### src/rtl/serial_frame_tx_if.sv
`default_nettype none
// ============================================================================
//  Module      : serial_frame_tx_if
//  Description : Handshake and serial-line bundle for serial_frame_tx.
//                The master side offers a word with data_in/load and
//                observes ready/sdata/busy/done. The slave side is the
//                transmitter itself.
//  Signals     : data_in [WIDTH] word to transmit (master -> slave)
//                load            request to send data_in (master -> slave)
//                ready           transmitter accepts a load (slave -> master)
//                sdata           serial line, idle high (slave -> master)
//                busy            frame in progress (slave -> master)
//                done            end-of-stop-bit pulse (slave -> master)
//  Revision    : 1.0 - initial release
// ============================================================================
interface serial_frame_tx_if #(
    parameter int WIDTH = 8
);
    logic [WIDTH-1:0] data_in;
    logic             load;
    logic             ready;
    logic             sdata;
    logic             busy;
    logic             done;

    modport master (
        output data_in,
        output load,
        input  ready,
        input  sdata,
        input  busy,
        input  done
    );

    modport slave (
        input  data_in,
        input  load,
        output ready,
        output sdata,
        output busy,
        output done
    );
endinterface
`default_nettype wire

### src/rtl/serial_frame_tx.sv
`default_nettype none
// ============================================================================
//  Module      : serial_frame_tx
//  Description : Parallel-to-serial frame transmitter. Accepts a WIDTH-bit
//                word on a load/ready handshake and sends one start bit (0),
//                WIDTH data bits LSB first and one stop bit (1), each held
//                for DIV clock cycles. All outputs are registered.
//  Ports       : clk     system clock, rising edge
//                rst     synchronous active-high reset
//                tx_bus  serial_frame_tx_if.slave
//                        (data_in, load in; ready, sdata, busy, done out)
//  Options     : SERIAL_FRAME_TX_PARITY_EN - when defined, an even-parity
//                bit (XOR of the accepted word) is sent between the last
//                data bit and the stop bit, lengthening each frame by DIV
//                cycles.
//  Revision    : 1.0 - initial release
// ============================================================================
module serial_frame_tx #(
    parameter int WIDTH = 8,
    parameter int DIV   = 4
) (
    input  wire              clk,
    input  wire              rst,
    serial_frame_tx_if.slave tx_bus
);

    localparam int CNT_W = (DIV > 1) ? $clog2(DIV) : 1;
    localparam int IDX_W = $clog2(WIDTH + 1);

    localparam logic [CNT_W-1:0] CNT_LAST = CNT_W'(DIV - 1);
    localparam logic [IDX_W-1:0] IDX_LAST = IDX_W'(WIDTH - 1);

    typedef enum logic [2:0] {
        IDLE   = 3'd0,
        START  = 3'd1,
        DATA   = 3'd2,
`ifdef SERIAL_FRAME_TX_PARITY_EN
        PARITY = 3'd3,
`endif
        STOP   = 3'd4
    } state_t;

    state_t             state_q, state_d;
    logic [CNT_W-1:0]   cnt_q,   cnt_d;
    logic [IDX_W-1:0]   idx_q,   idx_d;
    logic [WIDTH-1:0]   shift_q, shift_d;
    logic               sdata_q, sdata_d;
    logic               ready_q, ready_d;
    logic               busy_q,  busy_d;
    logic               done_q,  done_d;
`ifdef SERIAL_FRAME_TX_PARITY_EN
    logic               parity_q, parity_d;
`endif

    logic               bit_end;

    // ------------------------------------------------------------------
    // State register
    // ------------------------------------------------------------------
    always_ff @(posedge clk) begin
        if (rst) begin
            state_q  <= IDLE;
            cnt_q    <= '0;
            idx_q    <= '0;
            shift_q  <= '0;
            sdata_q  <= 1'b1;
            ready_q  <= 1'b1;
            busy_q   <= 1'b0;
            done_q   <= 1'b0;
`ifdef SERIAL_FRAME_TX_PARITY_EN
            parity_q <= 1'b0;
`endif
        end else begin
            state_q  <= state_d;
            cnt_q    <= cnt_d;
            idx_q    <= idx_d;
            shift_q  <= shift_d;
            sdata_q  <= sdata_d;
            ready_q  <= ready_d;
            busy_q   <= busy_d;
            done_q   <= done_d;
`ifdef SERIAL_FRAME_TX_PARITY_EN
            parity_q <= parity_d;
`endif
        end
    end

    // ------------------------------------------------------------------
    // Next-state and registered-output logic
    // ------------------------------------------------------------------
    always_comb begin
        state_d  = state_q;
        cnt_d    = cnt_q;
        idx_d    = idx_q;
        shift_d  = shift_q;
`ifdef SERIAL_FRAME_TX_PARITY_EN
        parity_d = parity_q;
`endif
        bit_end  = (cnt_q == CNT_LAST);

        case (state_q)
            IDLE: begin
                if (tx_bus.load) begin
                    state_d  = START;
                    shift_d  = tx_bus.data_in;
                    cnt_d    = '0;
                    idx_d    = '0;
`ifdef SERIAL_FRAME_TX_PARITY_EN
                    parity_d = ^tx_bus.data_in;
`endif
                end
            end

            START: begin
                if (bit_end) begin
                    state_d = DATA;
                    cnt_d   = '0;
                    idx_d   = '0;
                end else begin
                    cnt_d   = cnt_q + CNT_W'(1);
                end
            end

            DATA: begin
                if (bit_end) begin
                    cnt_d   = '0;
                    shift_d = shift_q >> 1;
                    idx_d   = idx_q + IDX_W'(1);
                    if (idx_q == IDX_LAST) begin
`ifdef SERIAL_FRAME_TX_PARITY_EN
                        state_d = PARITY;
`else
                        state_d = STOP;
`endif
                    end
                end else begin
                    cnt_d   = cnt_q + CNT_W'(1);
                end
            end

`ifdef SERIAL_FRAME_TX_PARITY_EN
            PARITY: begin
                if (bit_end) begin
                    state_d = STOP;
                    cnt_d   = '0;
                end else begin
                    cnt_d   = cnt_q + CNT_W'(1);
                end
            end
`endif

            STOP: begin
                if (bit_end) begin
                    state_d = IDLE;
                    cnt_d   = '0;
                    idx_d   = '0;
                end else begin
                    cnt_d   = cnt_q + CNT_W'(1);
                end
            end

            default: begin
                state_d = IDLE;
                cnt_d   = '0;
                idx_d   = '0;
            end
        endcase

        // Outputs are decoded from the upcoming state so that, once
        // registered, they line up with the state they describe.
        case (state_d)
            START:   sdata_d = 1'b0;
            DATA:    sdata_d = shift_d[0];
`ifdef SERIAL_FRAME_TX_PARITY_EN
            PARITY:  sdata_d = parity_d;
`endif
            default: sdata_d = 1'b1;
        endcase

        ready_d = (state_d == IDLE);
        busy_d  = (state_d != IDLE);
        // High during the last cycle of the stop bit; with DIV=1 that is
        // the first STOP cycle as well.
        done_d  = (state_d == STOP) && (cnt_d == CNT_LAST);
    end

    assign tx_bus.sdata = sdata_q;
    assign tx_bus.ready = ready_q;
    assign tx_bus.busy  = busy_q;
    assign tx_bus.done  = done_q;

endmodule
`default_nettype wire

### src/flat_wrapper.sv
// flat-port wrapper written by rule: the top's interface ports become plain ports
module serial_frame_tx_flat 
#(
    parameter int WIDTH = 8,
    parameter int DIV   = 4
)
  (clk, rst, tx_bus_data_in, tx_bus_load, tx_bus_ready, tx_bus_sdata, tx_bus_busy, tx_bus_done);
  serial_frame_tx_if #(.WIDTH(WIDTH)) tx_bus_i ();
  input  wire clk;
  input  wire rst;
  input wire logic [$bits(tx_bus_i.data_in)-1:0] tx_bus_data_in;
  input wire logic [$bits(tx_bus_i.load)-1:0] tx_bus_load;
  output wire logic [$bits(tx_bus_i.ready)-1:0] tx_bus_ready;
  output wire logic [$bits(tx_bus_i.sdata)-1:0] tx_bus_sdata;
  output wire logic [$bits(tx_bus_i.busy)-1:0] tx_bus_busy;
  output wire logic [$bits(tx_bus_i.done)-1:0] tx_bus_done;
  assign tx_bus_i.data_in = tx_bus_data_in;
  assign tx_bus_i.load = tx_bus_load;
  assign tx_bus_ready = tx_bus_i.ready;
  assign tx_bus_sdata = tx_bus_i.sdata;
  assign tx_bus_busy = tx_bus_i.busy;
  assign tx_bus_done = tx_bus_i.done;
  serial_frame_tx #(.WIDTH(WIDTH), .DIV(DIV)) u_core (.clk(clk), .rst(rst), .tx_bus(tx_bus_i));
endmodule
### config.mk
export PLATFORM = sky130hd
export DESIGN_NAME = serial_frame_tx_flat
export DESIGN_NICKNAME = d
export VERILOG_FILES = /design/src/rtl/serial_frame_tx_if.sv /design/src/rtl/serial_frame_tx.sv /design/src/flat_wrapper.sv
export SDC_FILE = /design/constraint.sdc
export NUM_CORES = 1
export LEC_CHECK = 0
export ABC_AREA = 0
export BUFFER_PORTS_ARGS = -buffer_cell sky130_fd_sc_hd__buf_2
export CAP_MARGIN = 20
export CORE_MARGIN = 2
export CORE_UTILIZATION = 57
export CTS_BUF_LIST = sky130_fd_sc_hd__clkbuf_16
export DETAILED_ROUTE_END_ITERATION = 7
export GPL_ROUTABILITY_DRIVEN = 0
export PLACE_DENSITY = 0.91
export SETUP_SLACK_MARGIN = 0.4
export SYNTH_ARGS = -nofsm -noshare
export SYNTH_HDL_FRONTEND = slang
export SYNTH_SLANG_ARGS = --single-unit
### constraint.sdc
create_clock -name clk -period 3.1 [get_ports clk]
set_input_delay 0.31 -clock clk [delete_from_list [all_inputs] [get_ports clk]]
set_output_delay 0.31 -clock clk [all_outputs]
set_load 0.02 [all_outputs]
Word-level counts from Yosys, hierarchy flattened

Index checks and enable logic that the tools add are counted.

Multiplexer cells: 17
Reduce and logical (&&, ||, !) cells: 9
$add $sub $neg: 2
Equality and inequality tests: 12

Operators by type and width:

| cell                                                             | number |
|---|---|
| 8-bit two-way mux                                                | 2 |
| 8-bit case mux with 2 select lines                               | 1 |
| 3-bit two-way mux                                                | 5 |
| 4-bit two-way mux                                                | 3 |
| 3-bit case mux with 4 select lines                               | 1 |
| 4-bit case mux with 3 select lines                               | 1 |
| 3-bit by 1-bit == test with 1-bit output (second input constant) | 2 |
| 3-bit by 2-bit == test with 1-bit output (second input constant) | 2 |
| 3-bit == test (second input constant)                            | 2 |
| 3-bit logical NOT                                                | 2 |
| 3-bit AND reduction                                              | 2 |
| 4-bit by 1-bit adder with 4-bit output (second input constant)   | 1 |
| 2-bit == test (second input constant)                            | 2 |
| 4-bit by 3-bit == test with 1-bit output (second input constant) | 1 |
| 2-bit two-way mux                                                | 2 |
| 2-bit by 1-bit != test with 1-bit output (second input constant) | 2 |
| 2-bit case mux with 2 select lines                               | 1 |
| 3-bit nonzero test                                               | 1 |
| 3-bit OR reduction                                               | 1 |
| 2-bit by 1-bit adder with 2-bit output (second input constant)   | 1 |
| 2-bit != test (second input constant)                            | 1 |
| 1-bit case mux with 2 select lines                               | 1 |
| 2-bit nonzero test                                               | 1 |
| 2-bit OR reduction                                               | 1 |
| 1-bit logical AND                                                | 1 |

Logic and storage cells: 49
Input port bits: 11
Output and inout port bits: 4
Register bits: 21

Logic depth before layout (Yosys ltp)

Gate-level depths: netlist of the first run.

Word-level depth: 6
Gate-level depth with buffers: 7

Worst setup path before layout of the first run

Ideal clock, no wire load.

Path kind: reg-to-reg
From: reg u_core.cnt_q[0]
To: reg u_core.sdata_q (netlist: u_core.tx_bus.sdata)
Period minus slack after synthesis: 1.563 ns
Stages on the path, launching flop included: 8
Library setup time: 0.132 ns
Required time: 2.968 ns
Arrival: 1.430 ns
Setup slack: 1.537 ns
Path through: dfxtp_1 ha_1 buf_6 and4bb_2 buf_4 a22o_2 a21oi_2 a21oi_2

Word-level cells in the longest chain between the ends: 5
Elaborated cells between the ends (all ways): 10

RTL lines:

| what                                                                                                        | line                                                                   | text |
|---|---|---|
| start, declared                                                                                             | serial_frame_tx.sv:44                                                  | `logic [CNT_W-1:0] cnt_q, cnt_d;` |
| start signal, assigned                                                                                      | serial_frame_tx.sv:75                                                  | `cnt_q <= cnt_d;` |
| 2-bit == test *                                                                                             | serial_frame_tx.sv:99                                                  | `bit_end = (cnt_q == CNT_LAST);` |
| 3-bit two-way mux (on tied branches)                                                                        | serial_frame_tx.sv:153, serial_frame_tx.sv:115, serial_frame_tx.sv:125 |  |
| 3-bit case mux with 4 select lines                                                                          | serial_frame_tx.sv:101                                                 | `case (state_q)` |
| 3-bit by 2-bit == test with 1-bit output / 3-bit by 1-bit == test with 1-bit output (equally long branches) | serial_frame_tx.sv:171                                                 | `case (state_d)` |
| 1-bit case mux with 2 select lines *                                                                        | serial_frame_tx.sv:171                                                 |  |
| end signal, assigned                                                                                        | serial_frame_tx.sv:78                                                  | `sdata_q <= sdata_d;` |
| end, declared                                                                                               | serial_frame_tx.sv:47                                                  | `logic sdata_q, sdata_d;` |

Mark *: on every way between the ends. The rest lies on a longest branch, timed or not. The select of a mux whose other input is x is not followed.
A chain may end at the register's enable or synchronous reset.

Final worst setup path of the first run

Ends and elaborated chain as after synthesis.

==> results by group, run 1 <==
Outcome
  • Status: finished, final reports clean

Worst setup path
  • Crit path depth: 5
  • Critical path's slowest cell: and4bb_2
  • Startpoint types: flop
  • Reg2reg start: u_core.cnt_q[0]
  • Worst reg-to-reg path cell count: 5
  • Worst path cell trace: ha_1 > and4bb_2 > nor2_2 > a21oi_2 > a21oi_2
  • Max incr delay on CP: between 0.4 and 0.5 ns
  • Worst Path Buf+Inv: 0
  • Reg-to-reg endpoint: u_core.tx_bus.sdata
  • CP Class: reg -> reg
  • R2r setup slk: approximately 1.3 ns
  • Critical Path AT: about 1.9 ns
  • CP Max Fanout: 11
  • Crit path to: u_core.tx_bus.sdata
  • Most used cell, CP: a21oi_2
  • CP startpoint: u_core.cnt_q[0]
  • Critical Path RT: roughly 3.2 ns
  • Setup crit end kind: flop
  • Top delay family on crit path: simple AND/OR/NAND/NOR gates

STA
  • Fmax achieved: 563 MHz
  • Final TNS setup: 0 ns
  • Skew final: about 0.0012 ns
  • Period utilization: around 57%
  • RSZ-0062 raised after global routing: false
  • Max-slew headroom: 58.8%
  • Least-Margin Pin Slew: 0.617 ns
  • Setup violators final: 0
  • Slew Viols, Final: 0
  • Minimum clock period: ~1.8 ns
  • Final Hold Vio Count: 0

Drt
  • DR WL met2: 978 um
  • Total Wirelength: just under 2000 um
  • DR WL/cell: 14.2 um
  • Via count: between 800 and 900
  • Metal1 wirelength: approximately 800 um
  • DRT antenna net count: 0
  • Via/cell ratio: around 6
  • Top layer reached by signal wires: met4
  • First-pass DRT Iterations: 4
  • DRC: 0
  • Met3 wire len: roughly 86 um
  • Initial DRC Count: 15

Global routing
  • Largest net degree at the start of global routing: 21
  • Initial antenna violation count: 0
  • Total track usage: 21.1%
  • First-pass GRT wire length: about 3200 um
  • GRT overflow: 0
  • Vias in the first global route: roughly 760

Synth
  • EDFF count, synth: 0
  • Yosys warning total: 0
  • Post-synth ARST share: 0%
  • Seq/Total Area, Yosys: between 40% and 50%
  • Synthesized cell area: 1010 um^2
  • Prevailing post-synth register cell: dfxtp_1
  • Synth cell types: 37
  • Synth top area cells: dfxtp_1 (42%), a22oi_1 (5.2%), a21oi_1 (5.0%)
  • Yosys top cell by area: dfxtp_1
  • Post-synthesis average cell area: between 9 and 10 um^2
  • Register bit total from synthesis: 21
  • Synth top area share: 41.6%
  • Synth Instances: 108
  • Synth Net Count: 121

Clock tree
  • Clock buffer depth: 2
  • Hold Buf Count CTS: 0
  • CTS buffer count: 3
  • Clock sink count: 21
  • Worst skew pair latency: roughly 0.25 ns
  • Root buf cell: clkbuf_16
  • Setup Buffers After CTS: 0
  • CTS tree: yes
  • CTS clk-pin slew, worst paths: 0.05 ns
  • Htree depth: 1
  • Post-CTS Resized: 0

Hold path
  • Hold Path Class: in -> reg
  • Hold Path Stages: 3

Placed design
  • IO Port Bufs: 14
  • Hpwl dp: roughly 1300 um
  • Placed insts: approximately 130

Floorplan
  • Core area: 1690 um^2
  • Die Wd: approximately 46 um
  • Row cnt: 15
  • Chip height: between 40 and 50 um
  • # IOs: 15
  • Total die area: around 2100 um^2
  • Starting Density: about three fifths

Layout
  • Synth-to-layout area growth: 10.9%
  • Final Core Density: between 60% and 70%
  • Share of cells above drive strength 1: 22.9%
  • N_diodes: 0
  • Commonest non-fill, non-tap cells in the layout: dfxtp_1 (21), buf_2 (14), nor2_1 (12)
  • Most common cell after layout, fill and taps aside: dfxtp_1
  • Final net count: 132
  • Fill cells: approximately 150
  • Post-Layout Cell Count: 135

Power and ir drop
  • Pint: between 400 and 500 uW
  • Clock power share: 43.3%
  • Gate power share: a little under a tenth
  • Leak Pwr: approximately 0.42 nW
  • Pwr Density: 549 nW/um^2
  • Max IR drop VDD: ~0.00047 V
  • Part of the power in registers: 47.2%
  • Psw: between 100 and 150 uW
  • Total chip power: just over 600 uW
  • Sw frac: between 20% and 30%

Run
  • Max-cap violations: 0
[Yosys cell counts, types with 2 or more instances]
cell	number
dfxtp_1	21
nor2_1	12
clkbuf_1	2
a21oi_2	2
a211oi_1	3
nand4b_1	2
buf_6	3
a22oi_1	7
o21a_1	2
a22o_1	2
buf_4	2
nand2_1	9
nand3b_1	2
o21ai_0	2
ha_1	2
a21oi_1	10
nand2b_1	5
[flip-flops by register name, summed over array words and instances (netlist names)]
signal / flops
u_core.tx_bus.sdata: 1
u_core.shift_q: 8
u_core.cnt_q: 2
u_core.idx_q: 4
u_core.state_q: 3
u_core.tx_bus.busy: 1
u_core.tx_bus.ready: 1
u_core.tx_bus.done: 1
[final cells by class]
type	count	area (um^2)	area share [%]
timing repair buffer	14	70.1	6.26
tap	17	21.3	1.90
clock inverter	1	5.00	0.447
sequential	21	420	37.5
clock buffer	3	75.1	6.70
multi-input combinational	79	528	47.2
[worst min-delay path, stage by stage]
cell     delay, ns
buf_2         0.07
a22oi_1       0.06
nor2_1        0.08
[power by group through the flow]
stage               logic [mW]  registers (mW)  clock network, mW
finish                  0.0583           0.290              0.266
global route            0.0648           0.291              0.283
CTS                     0.0586           0.290              0.273
detailed placement      0.0582           0.296                  0
global placement        0.0557           0.295                  0
floorplan               0.0426           0.296                  0
[through the flow]
step                      hold slack, ns  cell area (um^2)  worst slack, ns
after global routing               0.353              1120             1.20
final                              0.314              1120             1.33
after CTS                          0.319              1120             1.33
after global placement             0.448              1040             1.44
after detailed placement           0.459              1040             1.37
after floorplan                    0.394              1010             1.54
[routing by layer]
layer | vias to the layer above | GRT usage, %
li1 | 414 | -
met1 | 388 | 22.3
met2 | 22 | 36.9
met3 | 7 | 4.31
met4 | 0 | 14.3
met5 | - | 0
[cells by family (layout without fill, tap and decap cells)]
logic type               Yosys count  count (layout)  synth area share (%)
AO/OA/AOI/OAI                     35              35                  24.9
AND/OR/NAND/NOR                   41              41                  23.9
adder cells (fa/ha/maj)            2               2                  2.48
flip-flops                        21              21                  41.6
buffers and inverters              8              18                  6.07
multiplexers                       1               1                 0.991
[worst min-delay path by stage]
| stage | end | from | slack (ns) |
|---|---|---|---|
| 6_report | u_core.shift_q[7] | tx_bus_data_in[7] | 0.31 |
| 5_1_grt | u_core.shift_q[7] | tx_bus_data_in[7] | 0.35 |
| 4_1_cts | u_core.shift_q[7] | tx_bus_data_in[7] | 0.32 |
| 3_5_place_dp | u_core.shift_q[4] | u_core.shift_q[4] | 0.46 |
| 3_3_place_gp | u_core.shift_q[3] | u_core.shift_q[3] | 0.45 |
| 2_1_floorplan | u_core.state_q[2] | rst | 0.39 |
Note: power is estimated with default switching activity, not from simulation.
==> inputs of run 2 (changes only) <==
--- a/config.mk
+++ b/config.mk
@@ -5,15 +5,15 @@
 export SDC_FILE = /design/constraint.sdc
 export NUM_CORES = 1
 export LEC_CHECK = 0
-export ABC_AREA = 0
+export ABC_AREA = 1
 export BUFFER_PORTS_ARGS = -buffer_cell sky130_fd_sc_hd__buf_2
 export CAP_MARGIN = 20
 export CORE_MARGIN = 2
-export CORE_UTILIZATION = 57
+export CORE_UTILIZATION = 49
 export CTS_BUF_LIST = sky130_fd_sc_hd__clkbuf_16
 export DETAILED_ROUTE_END_ITERATION = 7
 export GPL_ROUTABILITY_DRIVEN = 0
-export PLACE_DENSITY = 0.91
+export PLACE_DENSITY = 0.83
 export SETUP_SLACK_MARGIN = 0.4
 export SYNTH_ARGS = -nofsm -noshare
 export SYNTH_HDL_FRONTEND = slang
==> constraint.sdc (replaced) <==
create_clock -name clk -period 1.6 [get_ports clk]
set_input_delay 0.16 -clock clk [delete_from_list [all_inputs] [get_ports clk]]
set_output_delay 0.16 -clock clk [all_outputs]
set_load 0.02 [all_outputs]
==> results by group, run 2 <==
Floorplan
  • Core area: about 2000 um^2
  • Row cnt: 16
  • Total die area: approximately 2600 um^2
  • Chip height: 50.9 um
  • Starting Density: between 50% and 60%
  • # IOs: 15
  • Die Wd: roughly 51 um

Synth
  • Post-synthesis compound-gate area fraction: approximately 11%
  • Yosys top cell by area: dfxtp_1
  • Synth top area cells: dfxtp_1 (39%), nand2_1 (19%), a21oi_1 (6.5%)
  • Post-synthesis adder-cell area fraction: 2.32%
  • Seq/Total Area, Yosys: 39.0%
  • Prevailing post-synth register cell: dfxtp_1
  • Simple-Gate Fraction of Synth Area: between 30% and 40%
  • Register bit total from synthesis: 21
  • Synth Instances: ~160
  • Synth top area share: between 30 and 40%
  • Yosys warning total: 0
  • EDFF count, synth: 0
  • Multiplexer area fraction after synthesis: 0%
  • Synth cell types: 21
  • Most numerous cell in the Yosys netlist: nand2_1
  • Synth cell count leaders: nand2_1 (55), dfxtp_1 (21), inv_1 (16), a21oi_1 (14), nand3_1 (12)
  • Synth Net Count: 170
  • Synthesized cell area: ~1100 um^2
  • Post-synth ARST share: 0%
  • XOR/XNOR share of the synthesized area: 0%
  • Largest family of logic cells by synthesized area: simple AND/OR/NAND/NOR gates
  • Post-synthesis average cell area: a little under 7 um^2

Global routing
  • Largest net degree at the start of global routing: 19
  • GRT overflow: 0
  • First-pass GRT wire length: 4220 um
  • Initial antenna violation count: 0
  • Total track usage: 21.8%
  • Vias in the first global route: roughly 1000

Drt
  • First-pass DRT Iterations: 4
  • DRT antenna net count: 0
  • DR WL/cell: about 13 um
  • DRC: 0
  • Via/cell ratio: roughly 5.1
  • Initial DRC Count: 17
  • Total Wirelength: 2610 um
  • Via count: ~1100

Placed design
  • Hpwl dp: approximately 1500 um
  • Placed insts: between 150 and 200
  • IO Port Bufs: 14
  • DP Worst Slack: slightly above 0.3 ns

Layout
  • Commonest non-fill, non-tap cells in the layout: nand2_1 (52), inv_1 (15), buf_2 (14), dfxtp_1 (14), a21oi_1 (12)
  • Final net count: between 150 and 200
  • Most common cell after layout, fill and taps aside: nand2_1
  • Most flops, register: u_core.shift_q
  • Post-Layout Cell Count: about 210
  • Max FFs per register: 8
  • Final Core Density: a little over two thirds
  • N_diodes: 0
  • Top flop regs: u_core.shift_q (8), u_core.idx_q (4), u_core.state_q (3)
  • Synth-to-layout area growth: 30.4%
  • Share of cells above drive strength 1: between 30% and 40%

Clock tree
  • CTS clk-pin slew, worst paths: approximately 0.060 ns
  • CTS tree: yes
  • Clock buffer depth: 2
  • Htree depth: 1
  • Hold Buf Count CTS: 0
  • CTS buffer count: 3
  • Worst skew pair latency: between 0.2 and 0.3 ns
  • Root buf cell: clkbuf_16
  • Clock sink count: 21

Worst setup path
  • CP startpoint: u_core.state_q[2]
  • Startpoint types: flop
  • Critical Path AT: between 1 and 1.5 ns
  • CP Max Fanout: 5
  • Reg2reg start: u_core.state_q[2]
  • Setup crit end kind: flop
  • CP Class: reg -> reg
  • Critical Path RT: roughly 1.8 ns

Power and ir drop
  • Leak Pwr: about 0.67 nW
  • Pwr Density: 900 nW/um^2
  • Max IR drop VDD: about 0.00085 V
  • Total chip power: between 1 and 1.5 mW

STA
  • Least-Margin Pin Slew: between 0.3 and 0.4 ns
  • Slew Viols, Final: 0
  • RSZ-0062 raised after global routing: true
  • Skew final: ~0.0046 ns
  • Final TNS setup: 0 ns
  • Minimum clock period: 1.24 ns
  • Setup violators final: 0
  • Setup WS post-layout: 0.360 ns
  • Final Hold Vio Count: 0
  • Period utilization: between 70 and 80%
  • Max-slew headroom: between 70% and 80%
  • Fmax achieved: 806 MHz

Hold path
  • Hold Path Class: in -> reg
  • Hold path start: tx_bus_data_in[7]

Run
  • Max-cap violations: 0

Outcome
  • Status: finished, final reports clean
run 2: report_power, final:
part / total [mW] / switching [mW] / internal (mW) / leakage [nW]
combinational: 0.178 / 0.111 / 0.0668 / 0.457
sequential: 0.562 / 0.0150 / 0.547 / 0.176
clock: 0.526 / 0.190 / 0.336 / 0.0409
total: 1.27 / 0.316 / 0.949 / 0.673
run 2: cell type report:
class | count | area (um^2)
multi-input cells | 112 | 642
fillers | 172 | 616
flip-flops and latches | 21 | 434
repair buffers | 21 | 123
inverters | 22 | 93.8
clock buffers | 3 | 75.1
well taps | 27 | 33.8
clock inverters | 1 | 5.00
run 2: repair_timing:
action | 4_1_cts | 5_1_grt
pin swaps | 8 | 11
setup endpoints to repair | 16 | 18
resized for setup | 18 | 10
buffers inserted | 6 | 1
run 2: worst paths after layout:
| path | cells after the start | slack (ns) | to |
|---|---|---|---|
| setup / recovery | 6 | 0.36 | u_core.idx_q[0] |
| hold / removal | 3 | 0.15 | u_core.shift_q[7] |
| setup reg to reg | 6 | 0.36 | u_core.idx_q[0] |
| hold reg to reg | 2 | 0.45 | u_core.shift_q[6] |
run 2: per-layer routing:
layer	GRT usage, %	routed length (um)	vias to the layer above
met5	0	0	-
met4	12.2	75	0
met3	4.09	75	8
met2	37.0	1400	17
met1	25.5	1050	496
li1	-	-	545
run 2: worst max-delay path: stages (launching register included):
cell and delay [ns]:
dfxtp_4 0.38, clkinvlp_4 0.14, nand2_1 0.14, nand3_2 0.16, nand2_4 0.13, nand2_1 0.08
a21oi_2 0.11
run 2: per-stage QoR:
stage	area (um^2)	hold WS, ns
5_1_grt	1410	0.188
3_3_place_gp	1190	0.420
6_report	1410	0.153
3_5_place_dp	1190	0.417
4_1_cts	1370	0.156
2_1_floorplan	1090	0.307
run 2: cell families after synthesis:
logic type,count (synthesis)
compound gates,22
simple gates,88
fa+ha+maj,2
flops,21
buf+inv,24
==> inputs of run 3 (changes only) <==
--- a/config.mk
+++ b/config.mk
@@ -5,15 +5,15 @@
 export SDC_FILE = /design/constraint.sdc
 export NUM_CORES = 1
 export LEC_CHECK = 0
-export ABC_AREA = 1
+export ABC_AREA = 0
 export BUFFER_PORTS_ARGS = -buffer_cell sky130_fd_sc_hd__buf_2
 export CAP_MARGIN = 20
 export CORE_MARGIN = 2
-export CORE_UTILIZATION = 49
+export CORE_UTILIZATION = 54
 export CTS_BUF_LIST = sky130_fd_sc_hd__clkbuf_16
 export DETAILED_ROUTE_END_ITERATION = 7
 export GPL_ROUTABILITY_DRIVEN = 0
-export PLACE_DENSITY = 0.83
+export PLACE_DENSITY = 0.87
 export SETUP_SLACK_MARGIN = 0.4
 export SYNTH_ARGS = -nofsm -noshare
 export SYNTH_HDL_FRONTEND = slang
==> constraint.sdc (replaced) <==
create_clock -name clk -period 1.2 [get_ports clk]
set_input_delay 0.12 -clock clk [delete_from_list [all_inputs] [get_ports clk]]
set_output_delay 0.12 -clock clk [all_outputs]
set_load 0.02 [all_outputs]
==> results by group, run 3 (synthesis results as in run 1) <==
Worst setup path
  • CP Class: reg -> reg
  • R2r setup slk: -0.23 ns
  • Critical Path AT: between 1.5 and 2 ns
  • Worst path cell trace: ha_4 > nand4b_1 > a2bb2oi_1 > nor3_1 > nor3b_2
  • Setup crit end kind: flop
  • CP Max Fanout: 6
  • Worst Path Buf+Inv: 0
  • Max incr delay on CP: 0.36 ns
  • Startpoint types: flop
  • Crit path depth: 5
  • Critical path's slowest cell: dfxtp_2
  • Top delay family on crit path: simple AND/OR/NAND/NOR gates
  • Critical Path RT: 1.38 ns
  • Worst reg-to-reg path cell count: 5

STA
  • Max-slew headroom: slightly above 70%
  • Final Hold Vio Count: 0
  • Least-Margin Pin Slew: 0.425 ns
  • Skew final: about 0.0028 ns
  • Setup WS post-layout: -0.232 ns
  • RSZ-0062 raised after global routing: true
  • Setup violators final: 20
  • Fmax achieved: between 600 and 700 MHz
  • Period utilization: 119%
  • Minimum clock period: around 1.4 ns
  • Slew Viols, Final: 0

Clock tree
  • Worst skew pair latency: 0.26 ns
  • CTS buffer count: 3
  • Clock sink count: 21
  • CTS tree: yes
  • Clock buffer depth: 2
  • Root buf cell: clkbuf_16
  • Hold Buf Count CTS: 0
  • Htree depth: 1
  • CTS clk-pin slew, worst paths: roughly 0.060 ns

Floorplan
  • # IOs: 15
  • Chip height: 47.2 um
  • Total die area: between 2000 and 2500 um^2
  • Core area: approximately 1700 um^2
  • Die Wd: roughly 47 um
  • Row cnt: 15
  • Starting Density: roughly 58%

Drt
  • DR WL/cell: between 20 and 25 um
  • Initial DRC Count: 71
  • First-pass DRT Iterations: 4
  • Via/cell ratio: 6.55
  • Total Wirelength: between 3000 and 4000 um
  • DRT antenna net count: 0
  • Via count: roughly 1100
  • DRC: 0

Run
  • Max-cap violations: 0

Global routing
  • First-pass GRT wire length: between 4000 and 5000 um
  • Total track usage: approximately 32%
  • GRT overflow: 0
  • Largest net degree at the start of global routing: 21
  • Vias in the first global route: 977
  • Initial antenna violation count: 0

Placed design
  • Placed insts: between 150 and 200
  • IO Port Bufs: 14
  • Placed cell areas: around 1200 um^2
  • Hpwl dp: 1700 um

Outcome
  • Failing checks: negative setup slack
  • Status: finished, violations left

Layout
  • Most flops, register: u_core.shift_q
  • Fill cells: between 60 and 70
  • Top flop regs: u_core.shift_q (8), u_core.idx_q (4), u_core.state_q (3)
  • Max FFs per register: 8
  • N_diodes: 0
  • Synth-to-layout area growth: 53.2%
  • Commonest non-fill, non-tap cells in the layout: buf_4 (13), dfxtp_1 (13), buf_6 (11)
  • Share of cells above drive strength 1: between 60% and 70%
  • Post-Layout Cell Count: around 160
  • Post-route cell area: 1550 um^2
  • Final net count: about 150

Power and ir drop
  • Pwr Density: 1140 nW/um^2
  • Max IR drop VDD: about 0.0014 V
  • Leak Pwr: ~0.57 nW

Hold path
  • Hold Path Stages: 3
  • Hold Path Class: in -> reg
[run 3: changes by cell type in the layout (fill, tap and decap cells not counted), sizes merged, moves of 2 or more]
| cell | before | now |
|---|---|---|
| a22oi | 0 | 7 |
| nand3 | 12 | 1 |
| buf | 21 | 35 |
| nand2b | 0 | 6 |
| o21a | 0 | 2 |
| inv | 21 | 0 |
| a211oi | 0 | 3 |
| a21oi | 14 | 12 |
| a22o | 0 | 3 |
| o21ai | 7 | 2 |
| nand4b | 0 | 2 |
| nand2 | 59 | 9 |
[run 3: worst paths after layout]
check / from / to
setup reg to reg: u_core.cnt_q[1] / u_core.tx_bus.done
setup / recovery: u_core.cnt_q[1] / u_core.tx_bus.done
hold / removal: tx_bus_data_in[7] / u_core.shift_q[7]
hold reg to reg: u_core.shift_q[6] / u_core.shift_q[6]
[run 3: routing by layer]
layer  part of all wire (%)  track usage, %  up-vias  routed length (um)
li1                       -               -      454                   -
met1                     37            34.9      518                1410
met2                     48            58.4       80                1830
met3                     10            8.08       22                 379
met4                    4.9            13.3        0                 185
met5                      0               0        -                   0
[run 3: final cells by class]
cell class | count | area [um^2] | area share [%]
well taps | 25 | 31.3 | 2.02
multi-input cells | 79 | 711 | 46.0
repair buffers | 35 | 287 | 18.5
clock inverters | 1 | 5.00 | 0.324
clock buffers | 3 | 75.1 | 4.85
flip-flops and latches | 21 | 438 | 28.3
[run 3: power by group]
part	total (mW)	leakage, nW	switching, mW	internal (mW)
Clock	0.714	0.0409	0.266	0.448
Sequential	0.758	0.175	0.0332	0.725
Combinational	0.287	0.359	0.146	0.141
Total	1.76	0.575	0.446	1.31
[run 3: worst reg2reg max path, cell delays in order, from the launching register on]
cell,delay [ns]
dfxtp_2,0.36
ha_4,0.21
nand4b_1,0.17
a2bb2oi_1,0.20
nor3_1,0.22
nor3b_2,0.21
[run 3: stage by stage]
stage | setup slack [ns] | utilization, % | TNS, ns | power, mW | hold WS [ns]
final | -0.232 | 88.6 | -2.74 | 1.76 | 0.119
after global routing | -0.283 | 88.6 | -3.45 | 1.80 | 0.147
after CTS | -0.156 | 84.5 | -1.82 | 1.71 | 0.123
after detailed placement | -0.252 | 69.7 | -3.05 | 0.957 | 0.396
after global placement | -0.211 | 69.7 | -1.97 | 0.946 | 0.377
after floorplan | -0.283 | - | -1.79 | 0.885 | 0.204
[run 3: what timing repair did]
| item | in CTS | in global routing |
|---|---|---|
| endpoints found under the hold margin | 0 | 0 |
| resized for setup | 48 | 13 |
| setup buffers | 2 | 1 |
| pin swaps | 12 | 14 |
| setup endpoints to repair | 25 | 25 |
